### config.mk
export PLATFORM = sky130hd
export DESIGN_NAME = alu_cmd_sequencer
export DESIGN_NICKNAME = d
export VERILOG_FILES = /design/src/rtl/alu_cmd_sequencer.sv
export SDC_FILE = /design/constraint.sdc
export NUM_CORES = 1
export LEC_CHECK = 0
export ABC_CLOCK_PERIOD_IN_PS = 5000
export CORE_ASPECT_RATIO = 1.25
export CORE_MARGIN = 8
export CORE_UTILIZATION = 28
export CTS_BUF_LIST = sky130_fd_sc_hd__clkbuf_8
export DETAILED_ROUTE_END_ITERATION = 12
export MAX_ROUTING_LAYER = met4
export PLACE_DENSITY = 0.48
export SYNTH_ARGS = -nofsm -noshare
export SYNTH_HDL_FRONTEND = slang
export SYNTH_SLANG_ARGS = --single-unit
### constraint.sdc
create_clock -name i_clk -period 5 [get_ports i_clk]
set_clock_uncertainty 0.15 [all_clocks]
set_input_delay 1 -clock i_clk [delete_from_list [all_inputs] [get_ports i_clk]]
set_output_delay 1 -clock i_clk [all_outputs]
set_load 0.01 [all_outputs]
### src/rtl/alu_cmd_sequencer.sv
// Command FIFO + single-issue sequencer around a combinational ALU, with a
// valid/ready result register. Optional error counter: ALU_SEQ_ERR_CNT_EN.
module alu_cmd_sequencer #(
  parameter int unsigned BITS    = 8,
  parameter int unsigned DEPTH   = 4,
  parameter int unsigned ALU_LAT = 1
) (
  input  logic            i_clk,
  input  logic            i_rst_n,
  input  logic            i_cmd_valid,
  output logic            o_cmd_ready,
  input  logic [BITS-1:0] i_cmd_a,
  input  logic [BITS-1:0] i_cmd_b,
  input  logic [1:0]      i_cmd_op,
  output logic [BITS-1:0] o_alu_a,
  output logic [BITS-1:0] o_alu_b,
  output logic [1:0]      o_alu_op,
  input  logic [BITS-1:0] i_alu_out,
  input  logic            i_alu_carry,
  input  logic            i_alu_err,
  input  logic            i_alu_even,
  input  logic            i_alu_single,
  output logic            o_res_valid,
  input  logic            i_res_ready,
  output logic [BITS-1:0] o_res_data,
  output logic [3:0]      o_res_flags,
  output logic [1:0]      o_res_op,
`ifdef ALU_SEQ_ERR_CNT_EN
  output logic [7:0]      o_err_cnt,
`endif
  output logic            o_busy
);

  localparam int unsigned PTR_W = (DEPTH > 1) ? $clog2(DEPTH) : 1;
  localparam int unsigned CNT_W = $clog2(DEPTH + 1);
  localparam int unsigned ENT_W = 2 * BITS + 2;
  localparam int unsigned LAT_W = (ALU_LAT > 1) ? $clog2(ALU_LAT) : 1;

  localparam logic [1:0] S_IDLE  = 2'd0;
  localparam logic [1:0] S_ISSUE = 2'd1;
  localparam logic [1:0] S_HOLD  = 2'd2;

  logic [ENT_W-1:0] mem [DEPTH];
  logic [PTR_W-1:0] wr_ptr;
  logic [PTR_W-1:0] rd_ptr;
  logic [CNT_W-1:0] count;
  logic [CNT_W-1:0] count_nxt;
  logic [1:0]       state;
  logic [1:0]       state_nxt;
  logic [LAT_W-1:0] wait_cnt;
  logic [LAT_W-1:0] wait_cnt_nxt;
  logic             push;
  logic             pop;
  logic             capture;
  logic             res_accept;

  // o_cmd_ready is a registered copy of !full, so this is the plain handshake
  assign push = i_cmd_valid & o_cmd_ready;

  // Next-state and strobe decode
  always_comb begin
    state_nxt    = state;
    wait_cnt_nxt = wait_cnt;
    pop          = 1'b0;
    capture      = 1'b0;
    res_accept   = 1'b0;
    case (state)
      S_IDLE: begin
        if (count != '0) begin
          pop          = 1'b1;
          wait_cnt_nxt = '0;
          state_nxt    = S_ISSUE;
        end
      end
      S_ISSUE: begin
        if (wait_cnt == LAT_W'(ALU_LAT - 1)) begin
          capture   = 1'b1;
          state_nxt = S_HOLD;
        end else begin
          wait_cnt_nxt = wait_cnt + LAT_W'(1);
        end
      end
      S_HOLD: begin
        if (i_res_ready) begin
          res_accept = 1'b1;
          if (count != '0) begin
            pop          = 1'b1;
            wait_cnt_nxt = '0;
            state_nxt    = S_ISSUE;
          end else begin
            state_nxt = S_IDLE;
          end
        end
      end
      default: state_nxt = S_IDLE;
    endcase
  end

  always_comb begin
    count_nxt = count;
    if (push && !pop) begin
      count_nxt = count + CNT_W'(1);
    end else if (!push && pop) begin
      count_nxt = count - CNT_W'(1);
    end
  end

  always_ff @(posedge i_clk or negedge i_rst_n) begin
    if (!i_rst_n) begin
      state    <= S_IDLE;
      wait_cnt <= '0;
    end else begin
      state    <= state_nxt;
      wait_cnt <= wait_cnt_nxt;
    end
  end

  // FIFO storage carries no reset; occupancy is tracked by the pointers
  always_ff @(posedge i_clk) begin
    if (push) begin
      mem[wr_ptr] <= {i_cmd_a, i_cmd_b, i_cmd_op};
    end
  end

  always_ff @(posedge i_clk or negedge i_rst_n) begin
    if (!i_rst_n) begin
      wr_ptr      <= '0;
      rd_ptr      <= '0;
      count       <= '0;
      o_cmd_ready <= 1'b1;
      o_busy      <= 1'b0;
    end else begin
      if (push) begin
        wr_ptr <= wr_ptr + PTR_W'(1);
      end
      if (pop) begin
        rd_ptr <= rd_ptr + PTR_W'(1);
      end
      count       <= count_nxt;
      o_cmd_ready <= (count_nxt != CNT_W'(DEPTH));
      o_busy      <= (state_nxt != S_IDLE) || (count_nxt != '0);
    end
  end

  // ALU operand and result registers
  always_ff @(posedge i_clk or negedge i_rst_n) begin
    if (!i_rst_n) begin
      o_alu_a     <= '0;
      o_alu_b     <= '0;
      o_alu_op    <= '0;
      o_res_valid <= 1'b0;
      o_res_data  <= '0;
      o_res_flags <= '0;
      o_res_op    <= '0;
    end else begin
      if (pop) begin
        {o_alu_a, o_alu_b, o_alu_op} <= mem[rd_ptr];
      end
      if (capture) begin
        o_res_valid <= 1'b1;
        o_res_data  <= i_alu_out;
        o_res_flags <= {i_alu_err, i_alu_carry, i_alu_even, i_alu_single};
        o_res_op    <= o_alu_op;
      end else if (res_accept) begin
        o_res_valid <= 1'b0;
      end
    end
  end

`ifdef ALU_SEQ_ERR_CNT_EN
  // Saturating count of captures that reported an ALU error
  always_ff @(posedge i_clk or negedge i_rst_n) begin
    if (!i_rst_n) begin
      o_err_cnt <= '0;
    end else if (capture && i_alu_err && (o_err_cnt != 8'hFF)) begin
      o_err_cnt <= o_err_cnt + 8'(1);
    end
  end
`endif

endmodule

==> metrics.txt <==
status=complete, no violations; routed wire length per instance=16.4 µm; post-synthesis mux area share=0.125; CTS resizes=0; RSZ-0062 raised after global routing=false; Leak=2.18 nW; worst setup margin=1960 ps; share of layout cells above drive strength 1=0.201; PortBufs=68; final wirelength=9520 µm; CORE AREA=16000 µm²; post-place setup slack=1490 ps; GR Overflow Total=0; WP data arrival=3220 ps; Max Cap Viol=0; synth unique cells=33; Synth async-reset ratio=0.379; f_max=0.329 GHz; Die ar.=20500 µm²; worst slew pin tran=1070 ps; Slew HR=0.284; CTS tree=done; vias per cell=4.26; Flop pwr share=0.420; power per cell area=620 nW/µm²; Reg clk slew, reported paths=80 ps; number of synthesized register bits=116; post-synthesis sequential area ratio=0.724; Fillers=1553; Buffers & Inverters on Critical Path=3; endpoint type of the worst setup path=flop; Sink Count=116; Iter 0 DRT Violations=96; Logic pwr share=0.346; count of pins over their slew limit=0; leading cell type in the layout, fill and taps excluded=edfxtp_1; H-tree depth=4; top-area cell type share of the netlist area=0.479; Setup violations, final=0; DR DRC count=0; Pint=2.43 mW; Synth Area in XOR/XNOR=0.00971; Crit. Startpoint=i_res_ready; antenna cells=0; GPL Wtd Cong=0.719; Post CTS Setup Buffer Count=0; Syn Std Cell Area=4510 µm²; Worst path slowest cell=inv_1; Hold WC Path Type=flop to flop; Synth Area in Compound Gates=0.0272; Hold Vio Cnt, Final=0; top_reg_cell synth=edfxtp_1; fin nets=392; max incr delay on CP=650 ps; Root Driver=clkbuf_8; clock share of power=0.234; post-synthesis simple-gate area fraction=0.0757; Post-CTS Hold Buffers=0; GR Util All Layers=0.101; CP Cell Sequence=clkdlybuf4s50_1 > nor2b_4 > or3_1 > buf_4 > inv_1 > a21oi_1 > o32ai_2; hpwl dp=6090 µm; CTS buffer count=17; later-pin clock latency in the skew report=430 ps; Tcrit/Tclk final=0.608; Max clock buf depth=2; post-route ant nets=0; Mapped Cells=272; VDD IR-drop max=0.166 mV; Die Y-Extent=158 µm; WS Path Type=primary input to flop; TNS Setup=0 ps; largest cells by area after synthesis=edfxtp_1, dfrtp_1, mux4_2; Setup crit start kind=primary input; Reg2Reg Capture Point=o_busy; Starting Density=0.282; yosys synthesis warning count=0; switch share=0.325; Avg Inst Size Synth=16.6 µm²; Register Area=3260 µm²; Yosys top cell by area=edfxtp_1; area of the multi-input gates=1160 µm²; die width=130 µm; DR vias=2471; flop2flop setup slack=2270 ps; row cnt=52; first-pass GRT wire length=14800 µm; critical path depth=7; largest family of logic cells by synthesized area=multiplexers; Post-synth EDFFs=72; largest net degree at the start of global routing=45; post-synthesis adder-cell area fraction=0.0194; Syn-to-layout area delta=28.9%; Crit path required time=5180 ps; initial antenna violation count=0; router iterations before antenna repair=4; vias in the first global route=2772; Largest delay share family, worst path=buffers and inverters; worst r2r src=count[0]; Tmin final=3040 ps; sw power=1.17 mW; commonest cells after routing, fill and taps aside=edfxtp_1, clkdlybuf4s50_1, nand2_1; Critical Path Sink=count[1]; I/O pins=69; Synthesized Nets=313; reg2reg path depth=8; Max FO, Critical Path=24
## through the flow
stage | hold WS (ps) | total power [mW] | utilization | std cells | cell area (µm²)
after global placement | 312 | 2.80 | 0.339 | 548 | 5430
final | 330 | 3.60 | 0.363 | 580 | 5820
after CTS | 340 | 3.68 | 0.363 | 580 | 5820
after global routing | 355 | 3.84 | 0.363 | 580 | 5820
after floorplan | 313 | 2.27 | - | 272 | 4510
after detailed placement | 316 | 2.82 | 0.339 | 548 | 5430
## cells in the mapped netlist (2+ instances only)
cell	count
clkbuf_1	2
nor2b_1	2
nor2_1	4
inv_1	7
and2_1	3
mux2_2	14
nand3_1	2
mux4_2	18
buf_2	7
ha_1	7
a21oi_1	4
dfrtp_1	43
xnor2_1	5
nand2_1	58
and3_1	4
edfxtp_1	72
a21o_1	2
buf_4	2
or3_1	2
## registers in the layout, summed over array words and instances (netlist names), 2 cells and up
| name | flops |
|---|---|
| state | 2 |
| count | 3 |
| o_res_flags | 4 |
| o_alu_op | 2 |
| wr_ptr | 2 |
| o_alu_b | 8 |
| o_res_data | 8 |
| o_alu_a | 8 |
| o_res_op | 2 |
| mem | 72 |
| rd_ptr | 2 |
## worst min path at each step
stage / end / cells after the start / from
floorplan: o_res_valid / 1 / state[1]
global placement: o_alu_a[6] / 2 / o_alu_a[6]
detailed placement: o_alu_a[6] / 2 / o_alu_a[6]
CTS: o_alu_a[6] / 2 / o_alu_a[6]
global route: o_res_valid / 1 / state[1]
finish: o_alu_a[6] / 2 / o_alu_a[6]
## cell type report
cell class / count / area share
Timing Repair Buffer: 72 / 0.121
Sequential cell: 116 / 0.561
Clock inverter: 15 / 0.0269
Clock buffer: 17 / 0.0402
Inverter: 7 / 0.00452
Tap cell: 216 / 0.0465
Multi-Input combinational cell: 137 / 0.199
## power groups by stage
stage / Combinational [mW] / Clock [mW] / Sequential, mW
5_1_grt: 1.38 / 0.909 / 1.55
3_5_place_dp: 1.28 / 0 / 1.54
2_1_floorplan: 0.750 / 0 / 1.52
3_3_place_gp: 1.27 / 0 / 1.53
4_1_cts: 1.29 / 0.869 / 1.52
6_report: 1.25 / 0.845 / 1.51
## per-layer routing
| metal | share of wire | wire length (µm) | up-vias | GRT usage |
|---|---|---|---|---|
| met4 | 0.015 | 146 | 0 | 0.0416 |
| met2 | 0.54 | 5150 | 58 | 0.179 |
| met3 | 0.044 | 422 | 10 | 0.0300 |
| met5 | 0 | 0 | - | - |
| li1 | - | - | 1151 | - |
| met1 | 0.40 | 3800 | 1252 | 0.102 |
## worst min-delay path: stages (launching register included)
cell and delay [ps]:
dfrtp_1 350, nand2_1 50, nand2_1 50
## kinds of logic (layout without fill, tap and decap cells)
group           count (synthesis)  in the layout
mux                            32             32
simple gates                   78             78
flops                         116            116
buf+inv                        19            111
xor+xnor                        5              5
fa+ha+maj                       7              7
compound gates                 15             15
(Power assumes the default switching activity.)
